[config.mk]
export PLATFORM = sky130hd
export DESIGN_NAME = mmd_frac_divider
export DESIGN_NICKNAME = d
export VERILOG_FILES = /design/src/rtl/mmd_frac_divider.sv
export SDC_FILE = /design/constraint.sdc
export NUM_CORES = 1
export LEC_CHECK = 0
export CAP_MARGIN = 10
export CORE_MARGIN = 2
export CORE_UTILIZATION = 50
export CTS_CLUSTER_DIAMETER = 40
export DETAILED_ROUTE_END_ITERATION = 7
export PLACE_DENSITY = 0.77
export SLEW_MARGIN = 15
export SYNTH_ARGS = -nofsm -noshare
export SYNTH_HDL_FRONTEND = slang
export SYNTH_SLANG_ARGS = --single-unit
export TNS_END_PERCENT = 20
[constraint.sdc]
create_clock -name clk -period 3.37 [get_ports clk]
set_clock_uncertainty 0.1 [all_clocks]
set_input_delay 0.5055 -clock clk [delete_from_list [all_inputs] [get_ports clk]]
set_output_delay 0.5055 -clock clk [all_outputs]
set_load 0.02 [all_outputs]
[src/rtl/mmd_frac_divider.sv]
// Multi-modulus counter divider: divides clk by n_int + signed DDSM offset, one DDSM word per period.
// Optional FFD_CLAMP_STICKY_EN adds sticky clamp_err and saturating clamp_cnt outputs.
module mmd_frac_divider #(
  parameter int W       = 8,
  parameter int MIN_MOD = 4
) (
  input  logic         clk,
  input  logic         rst,
  input  logic         en,
  input  logic [W-1:0] n_int,
  input  logic [3:0]   sdm_in,
  output logic         sdm_tick,
  output logic         div_pulse,
  output logic         div_out,
  output logic [W-1:0] cur_mod,
  output logic         clamped
`ifdef FFD_CLAMP_STICKY_EN
  ,
  output logic         clamp_err,
  output logic [15:0]  clamp_cnt
`endif
);

  localparam int SW = W + 2;
  localparam logic signed [SW-1:0] MIN_S = SW'(MIN_MOD);
  localparam logic signed [SW-1:0] MAX_S = SW'((2 ** W) - 1);

  typedef enum logic [1:0] {IDLE, LOAD, RUN} state_t;

  state_t          r_state, w_state_nxt;
  logic [W-1:0]    r_cnt, w_cnt_nxt;
  logic [W-1:0]    r_cur_mod, w_mod_nxt;
  logic            r_div_out, w_div_out_nxt;
  logic            r_clamped, w_clamped_nxt;
  logic            w_load;
  logic            w_terminal;
  logic signed [SW-1:0] w_sum;
  logic [W-1:0]    w_mod_calc;
  logic            w_clamp;

  // Sum in a wider signed domain so negative offsets and overflow past 2^W-1 are both visible.
  always_comb begin
    w_sum      = $signed({2'b00, n_int}) + SW'($signed(sdm_in));
    w_mod_calc = w_sum[W-1:0];
    w_clamp    = 1'b0;
    if (w_sum < MIN_S) begin
      w_mod_calc = W'(MIN_MOD);
      w_clamp    = 1'b1;
    end else if (w_sum > MAX_S) begin
      w_mod_calc = '1;
      w_clamp    = 1'b1;
    end
  end

  assign w_terminal = (r_state == RUN) && (r_cnt == '0);
  assign sdm_tick   = (r_state == LOAD) || w_terminal;
  assign div_pulse  = w_terminal;
  assign div_out    = r_div_out;
  assign cur_mod    = r_cur_mod;
  assign clamped    = r_clamped;

  always_comb begin
    w_state_nxt   = r_state;
    w_cnt_nxt     = r_cnt;
    w_mod_nxt     = r_cur_mod;
    w_clamped_nxt = r_clamped;
    w_div_out_nxt = 1'b0;
    w_load        = 1'b0;
    case (r_state)
      IDLE: begin
        w_cnt_nxt     = '0;
        w_mod_nxt     = '0;
        w_clamped_nxt = 1'b0;
        if (en) w_state_nxt = LOAD;
      end
      LOAD: begin
        w_load      = 1'b1;
        w_state_nxt = RUN;
      end
      RUN: begin
        if (!en) begin
          w_state_nxt   = IDLE;
          w_cnt_nxt     = '0;
          w_mod_nxt     = '0;
          w_clamped_nxt = 1'b0;
        end else begin
          w_div_out_nxt = (r_cnt >= (r_cur_mod >> 1));
          if (r_cnt == '0) w_load = 1'b1;
          else             w_cnt_nxt = r_cnt - W'(1);
        end
      end
      default: w_state_nxt = IDLE;
    endcase
    if (w_load) begin
      w_mod_nxt     = w_mod_calc;
      w_cnt_nxt     = w_mod_calc - W'(1);
      w_clamped_nxt = w_clamp;
    end
  end

  always_ff @(posedge clk) begin
    if (!rst) begin
      r_state   <= IDLE;
      r_cnt     <= '0;
      r_cur_mod <= '0;
      r_div_out <= 1'b0;
      r_clamped <= 1'b0;
    end else begin
      r_state   <= w_state_nxt;
      r_cnt     <= w_cnt_nxt;
      r_cur_mod <= w_mod_nxt;
      r_div_out <= w_div_out_nxt;
      r_clamped <= w_clamped_nxt;
    end
  end

`ifdef FFD_CLAMP_STICKY_EN
  logic        r_clamp_err;
  logic [15:0] r_clamp_cnt;

  // Only loads that actually start a period count as clamp events.
  always_ff @(posedge clk) begin
    if (!rst) begin
      r_clamp_err <= 1'b0;
      r_clamp_cnt <= '0;
    end else if (w_load && w_clamp) begin
      r_clamp_err <= 1'b1;
      if (r_clamp_cnt != '1) r_clamp_cnt <= r_clamp_cnt + 16'd1;
    end
  end

  assign clamp_err = r_clamp_err;
  assign clamp_cnt = r_clamp_cnt;
`endif

endmodule

# Yosys cells after proc, flatten, opt, wreduce, memory -nomap -nowiden
# Index checks and enable logic that the tools add are counted.
totals:
  register_bits: 20
  input_bits: 15
  output_inout_bits: 12
  word_cells: 46
op_classes:
  n_addsub: 3
  magnitude_cmp: 3
  n_eq_ne: 6
  n_mux: 20
  reduce_logical: 9
ops:
  columns: ["cell", "n"]
  rows:
  - ["two-way mux 8 bit", 7]
  - ["case mux 8 bit (2 select lines)", 2]
  - ["subtractor 8 x 1 -> 8 bit (second input constant)", 2]
  - ["adder 9 x 4 -> 10 bit", 1]
  - ["greater-than comparator 10 x 9 -> 1 bit (second input constant)", 1]
  - ["less-than comparator 10 x 4 -> 1 bit (second input constant)", 1]
  - ["greater-or-equal comparator 8 x 7 -> 1 bit", 1]
  - ["zero test 8 bit", 1]
  - ["two-way mux 1 bit", 6]
  - ["case mux 2 bit (3 select lines)", 1]
  - ["AND reduction 2 bit", 3]
  - ["two-way mux 2 bit", 2]
  - ["inequality test 2 bit (second input constant)", 2]
  - ["inequality test 4 bit (second input constant)", 1]
  - ["case mux 1 bit (2 select lines)", 2]
  - ["inequality test 3 bit (second input constant)", 1]
  - ["AND reduction 3 bit", 1]
  - ["nonzero test 3 bit", 1]
  - ["== test 2 x 1 -> 1 bit (second input constant)", 1]
  - ["== test 2 bit (second input constant)", 1]
  - ["zero test 2 bit", 1]
  - ["logical AND 1 bit", 1]
  - ["logical OR 1 bit", 1]

# Depth between registers and ports, before layout
logic_depth:
  depth_word: 6
  mapped_depth: 14
  ltp_nobuf: 14

# Worst setup path before layout
# No wires, ideal clock.
synth_timing:
  kind: "in2reg"
  from: "input port n_int[0]"
  to: "register r_cnt[4]"
  setup_ns: 0.128
  t_arrival_ns: 3.208
  required_ns: 3.142
  slack_ns: -0.066
  stages: 14
  path_cell_list: "ha_1 -> fa_1 -> a21o_1 -> a211oi_1 -> o22ai_1 -> nor2_1 -> a31oi_2 -> a21oi_1 -> ha_1 -> o21ai_0 -> xor2_1 -> a21o_1 -> a221oi_1 -> nor2_1"
synth_via:
  elab_chain_cells: 6
synth_lines:
  columns: ["item", "line_no", "rtl"]
  rows:
  - ["start, declared", "10", "input logic [W-1:0] n_int,"]
  - ["adder 9 x 4 -> 10 bit *", "43", "w_sum = $signed({2'b00, n_int}) + SW'($signed(sdm_in));"]
  - ["greater-than comparator 10 x 9 -> 1 bit", "49", "end else if (w_sum > MAX_S) begin"]
  - ["two-way mux 8 bit", "49", null]
  - ["two-way mux 8 bit *", "46", "if (w_sum < MIN_S) begin"]
  - ["subtractor 8 x 1 -> 8 bit *", "96", "w_cnt_nxt = w_mod_calc - W'(1);"]
  - ["two-way mux 8 bit *", "94", "if (w_load) begin"]
  - ["end signal, assigned", "110", "r_cnt <= w_cnt_nxt;"]
  - ["end, declared", "31", "logic [W-1:0] r_cnt, w_cnt_nxt;"]
# Every way passes the cells marked *; elsewhere a longest branch is shown, timed or not.
# A chain may end at the register's enable or synchronous reset.

# Worst setup path in the final report
layout_timing:
  from: "input port n_int[6]"
  to: "register r_cnt[5]"
# The elaborated chain is that of the path after synthesis.

==> impl_metrics.yaml <==
worst_setup_path:
  cpPeakStageDelay_ns: 0.41
  r2r_slack_ns: 0.62
  startpoint: "n_int[6]"
  required_ns: 3.44
  worst_setup_path_start_kind: "input port"
  critical_path.top_delay_family: "compound AO/OA/AOI/OAI gates"
  rr_endpoint: "r_cnt[2]$_SDFFE_PN0P_"
  cp_slowest_cell: "clkdlybuf4s50_1"
  cp_max_fo: 7
  crit_buf_inv: 4
  critPathKind: "in -> reg"
  cp.depth: 13
  reg2reg_from: "r_cnt[3]$_SDFFE_PN0P_"
  crit_path_frequent_cell: "buf_4"
  cp_cell_sequence: "clkdlybuf4s50_1 > ha_1 > o21a_1 > o21ai_1 > buf_4 > a211o_1 > nand3_2 > a31oi_4 > buf_4 > buf_4 > and4_4 > mux2_4 > a221oi_2"
  worst_ep_arrival_time_ns: 3.35
  crit_end: "r_cnt[5]$_SDFFE_PN0P_"
  r2r_cells: 8
  worstSetupEndpointType: "flip-flop"
timing:
  finalHoldViolCount: 0
  setup_ws_ns: 0.0986
  maxSlewViolCount: 0
  min_period_ns: 3.27
  finalCritPeriodShare: 0.971
  tightest_slew_ns: 0.687
  rsz0062_at_grt: "no"
  max_freq_ghz: 0.306
  finalSetupViolCount: 0
  fin_setup_tns_ns: 0
  slew_headroom: 0.539
power_and_ir_drop:
  leakagePower_nw: 1.23
  p_total_w: 0.00102
  cellPowerDensity_mw_per_mm2: 365
  ir_drop_mv: 0.265
floorplan:
  dieArea_sq_mm: 0.00438
  fp.dieW_um: 66.2
  initial_utilization: 0.524
  rows: 22
  core_sq_mm: 0.00369
  ios: 27
  die_h_um: 66.2
synth:
  synthesis.nets: 288
  synth_ff_type: "dfxtp_1"
  synthArstFlopShare: 0
  netlist-cell-type-count: 58
  postSynthCellCount: 248
  yosys_warnings: 0
  synth-edff-count: 0
  synth.avg_cell_area_sq_um: 7.79
  synth-seq-cells: 20
  syn-cell-area_sq_mm: 0.00193
  ys_seq_area_frac: 0.207
placed_design:
  place.gp.congestion: 0.972
  place_area_sq_mm: 0.00257
  io_buffers: 26
  dp.cells: 361
  post-place-ws_ns: -0.499
  dp_hpwl_um: 4080
cts:
  holdBufCountCts: 0
  htreeDepth: 1
  clock_latency_ns: 0.26
  tritoncts: "yes"
  root_buffer: "clkbuf_8"
  cts_sinks: 20
  clockBufferDepth: 2
  numCtsBuffers: 3
  clk_pin_slew_worst_paths_ns: 0.08
grt:
  overflow: 0
  busiest_layer: "met2"
  grt_antenna_before_repair: 0
  grt_use_met1: 0.327
  grt_max_degree: 19
  grt_pass1_wl_um: 8720
  grt_pass1_vias: 1961
  track_usage: 0.254
  met2_usage: 0.424
  grt_util_met3: 0.0426
finish:
  stdcell_count: 368
  final_layout_size_suffix_gt1_frac: 0.288
  final_nets: 362
  layout_commonest_cell: "buf_4"
  most-common-layout-cells: "52 x buf_4, 32 x nor2_1, 20 x dfxtp_1, 18 x ha_1, 17 x a21oi_1"
  synthToLayoutAreaGrowth_pct: 45.1
  fin_area_sq_mm: 0.00280
  diodes: 0
flow_run:
  maxCapViolations: 0
drt:
  drc: 0
  ant_nets: 0
  num_vias: 2192
  via_per_inst: 5.96
  routed_wl_um: 5600
  drtPass1Iterations: 4
  avgRoutedWirePerCell_um: 15.2
  drtIter0Drc: 161
worst_hold_path:
  hp-class: "reg -> reg"
run_status:
  status: "finished, final reports clean"
[routing by layer]
metal  share of wire  up-vias
met3           0.053       16
met5               0        -
met4           0.025        0
met1            0.45     1023
li1                -     1070
met2            0.47       83
[where the power goes]
part | switching (W) | internal, W | leakage, nW
clock | 0.0000778 | 0.0000795 | 0.0216
combinational | 0.000299 | 0.000286 | 1.05
sequential | 0.0000233 | 0.000257 | 0.162
[worst min-delay path by stage]
stage	startpoint	depth (start not counted)	end
finish	cur_mod[6]$_SDFFE_PN0P_	2	cur_mod[6]$_SDFFE_PN0P_
global route	cur_mod[6]$_SDFFE_PN0P_	2	cur_mod[6]$_SDFFE_PN0P_
CTS	cur_mod[6]$_SDFFE_PN0P_	2	cur_mod[6]$_SDFFE_PN0P_
detailed placement	cur_mod[6]$_SDFFE_PN0P_	2	cur_mod[6]$_SDFFE_PN0P_
global placement	cur_mod[2]$_SDFFE_PN0P_	2	cur_mod[2]$_SDFFE_PN0P_
floorplan	r_cnt[7]$_SDFFE_PN0P_	2	r_cnt[7]$_SDFFE_PN0P_
[cell usage after synthesis (5+ instances only)]
library cell	count	area (sq um)
a211oi_1	5	37.5
a21o_1	9	67.6
a21oi_1	21	105
dfxtp_1	20	400
ha_1	24	300
inv_1	13	48.8
nand2_1	13	48.8
nand3_1	7	35.0
nor2_1	32	120
nor3_1	5	25.0
nor4_1	6	37.5
o21ai_0	15	75.1
[final cells by class]
| class | instances | area (sq um) |
|---|---|---|
| fillers | 270 | 885 |
| flip-flops and latches | 20 | 400 |
| inverters | 14 | 52.6 |
| clock buffers | 3 | 41.3 |
| well taps | 48 | 60.1 |
| multi-input cells | 204 | 1580 |
| repair buffers | 79 | 674 |
[what timing repair did]
action | CTS | global route
pin swaps | 18 | 26
gates resized for setup | 19 | 23
endpoints found under the setup margin | 4 | 6
buffers inserted | 1 | 3
[cell families after synthesis]
| family | Yosys count | synth area share |
|---|---|---|
| DFF | 20 | 0.207 |
| AOI/OAI and AO/OA | 84 | 0.302 |
| and+or+nand+nor | 87 | 0.229 |
| adders and majority gates | 25 | 0.166 |
| xor gates and xnor gates | 6 | 0.0272 |
| buffers and inverters | 24 | 0.0563 |
| muxes | 2 | 0.0130 |
[per-stage QoR]
step	hold WS (ns)	util
final	0.380	0.760
after global routing	0.404	0.760
after CTS	0.385	0.728
after detailed placement	0.375	0.696
after global placement	0.362	0.696
after floorplan	0.394	-
[flip-flops by register name, indices dropped and copies added, names as in the netlist]
| register | count |
|---|---|
| r_state | 2 |
| clamped | 1 |
| cur_mod | 8 |
| div_out | 1 |
| r_cnt | 8 |
[worst register-to-register path, stage by stage, from the launching register on]
cell and delay, ns:
dfxtp_1 0.41, or4_1 0.55, nor4_2 0.35, o21ai_0 0.14, nand3_1 0.37, nor2_1 0.07, o21ai_0 0.22, o21ai_0 0.14
o311a_1 0.30
(Power assumes the default switching activity.)
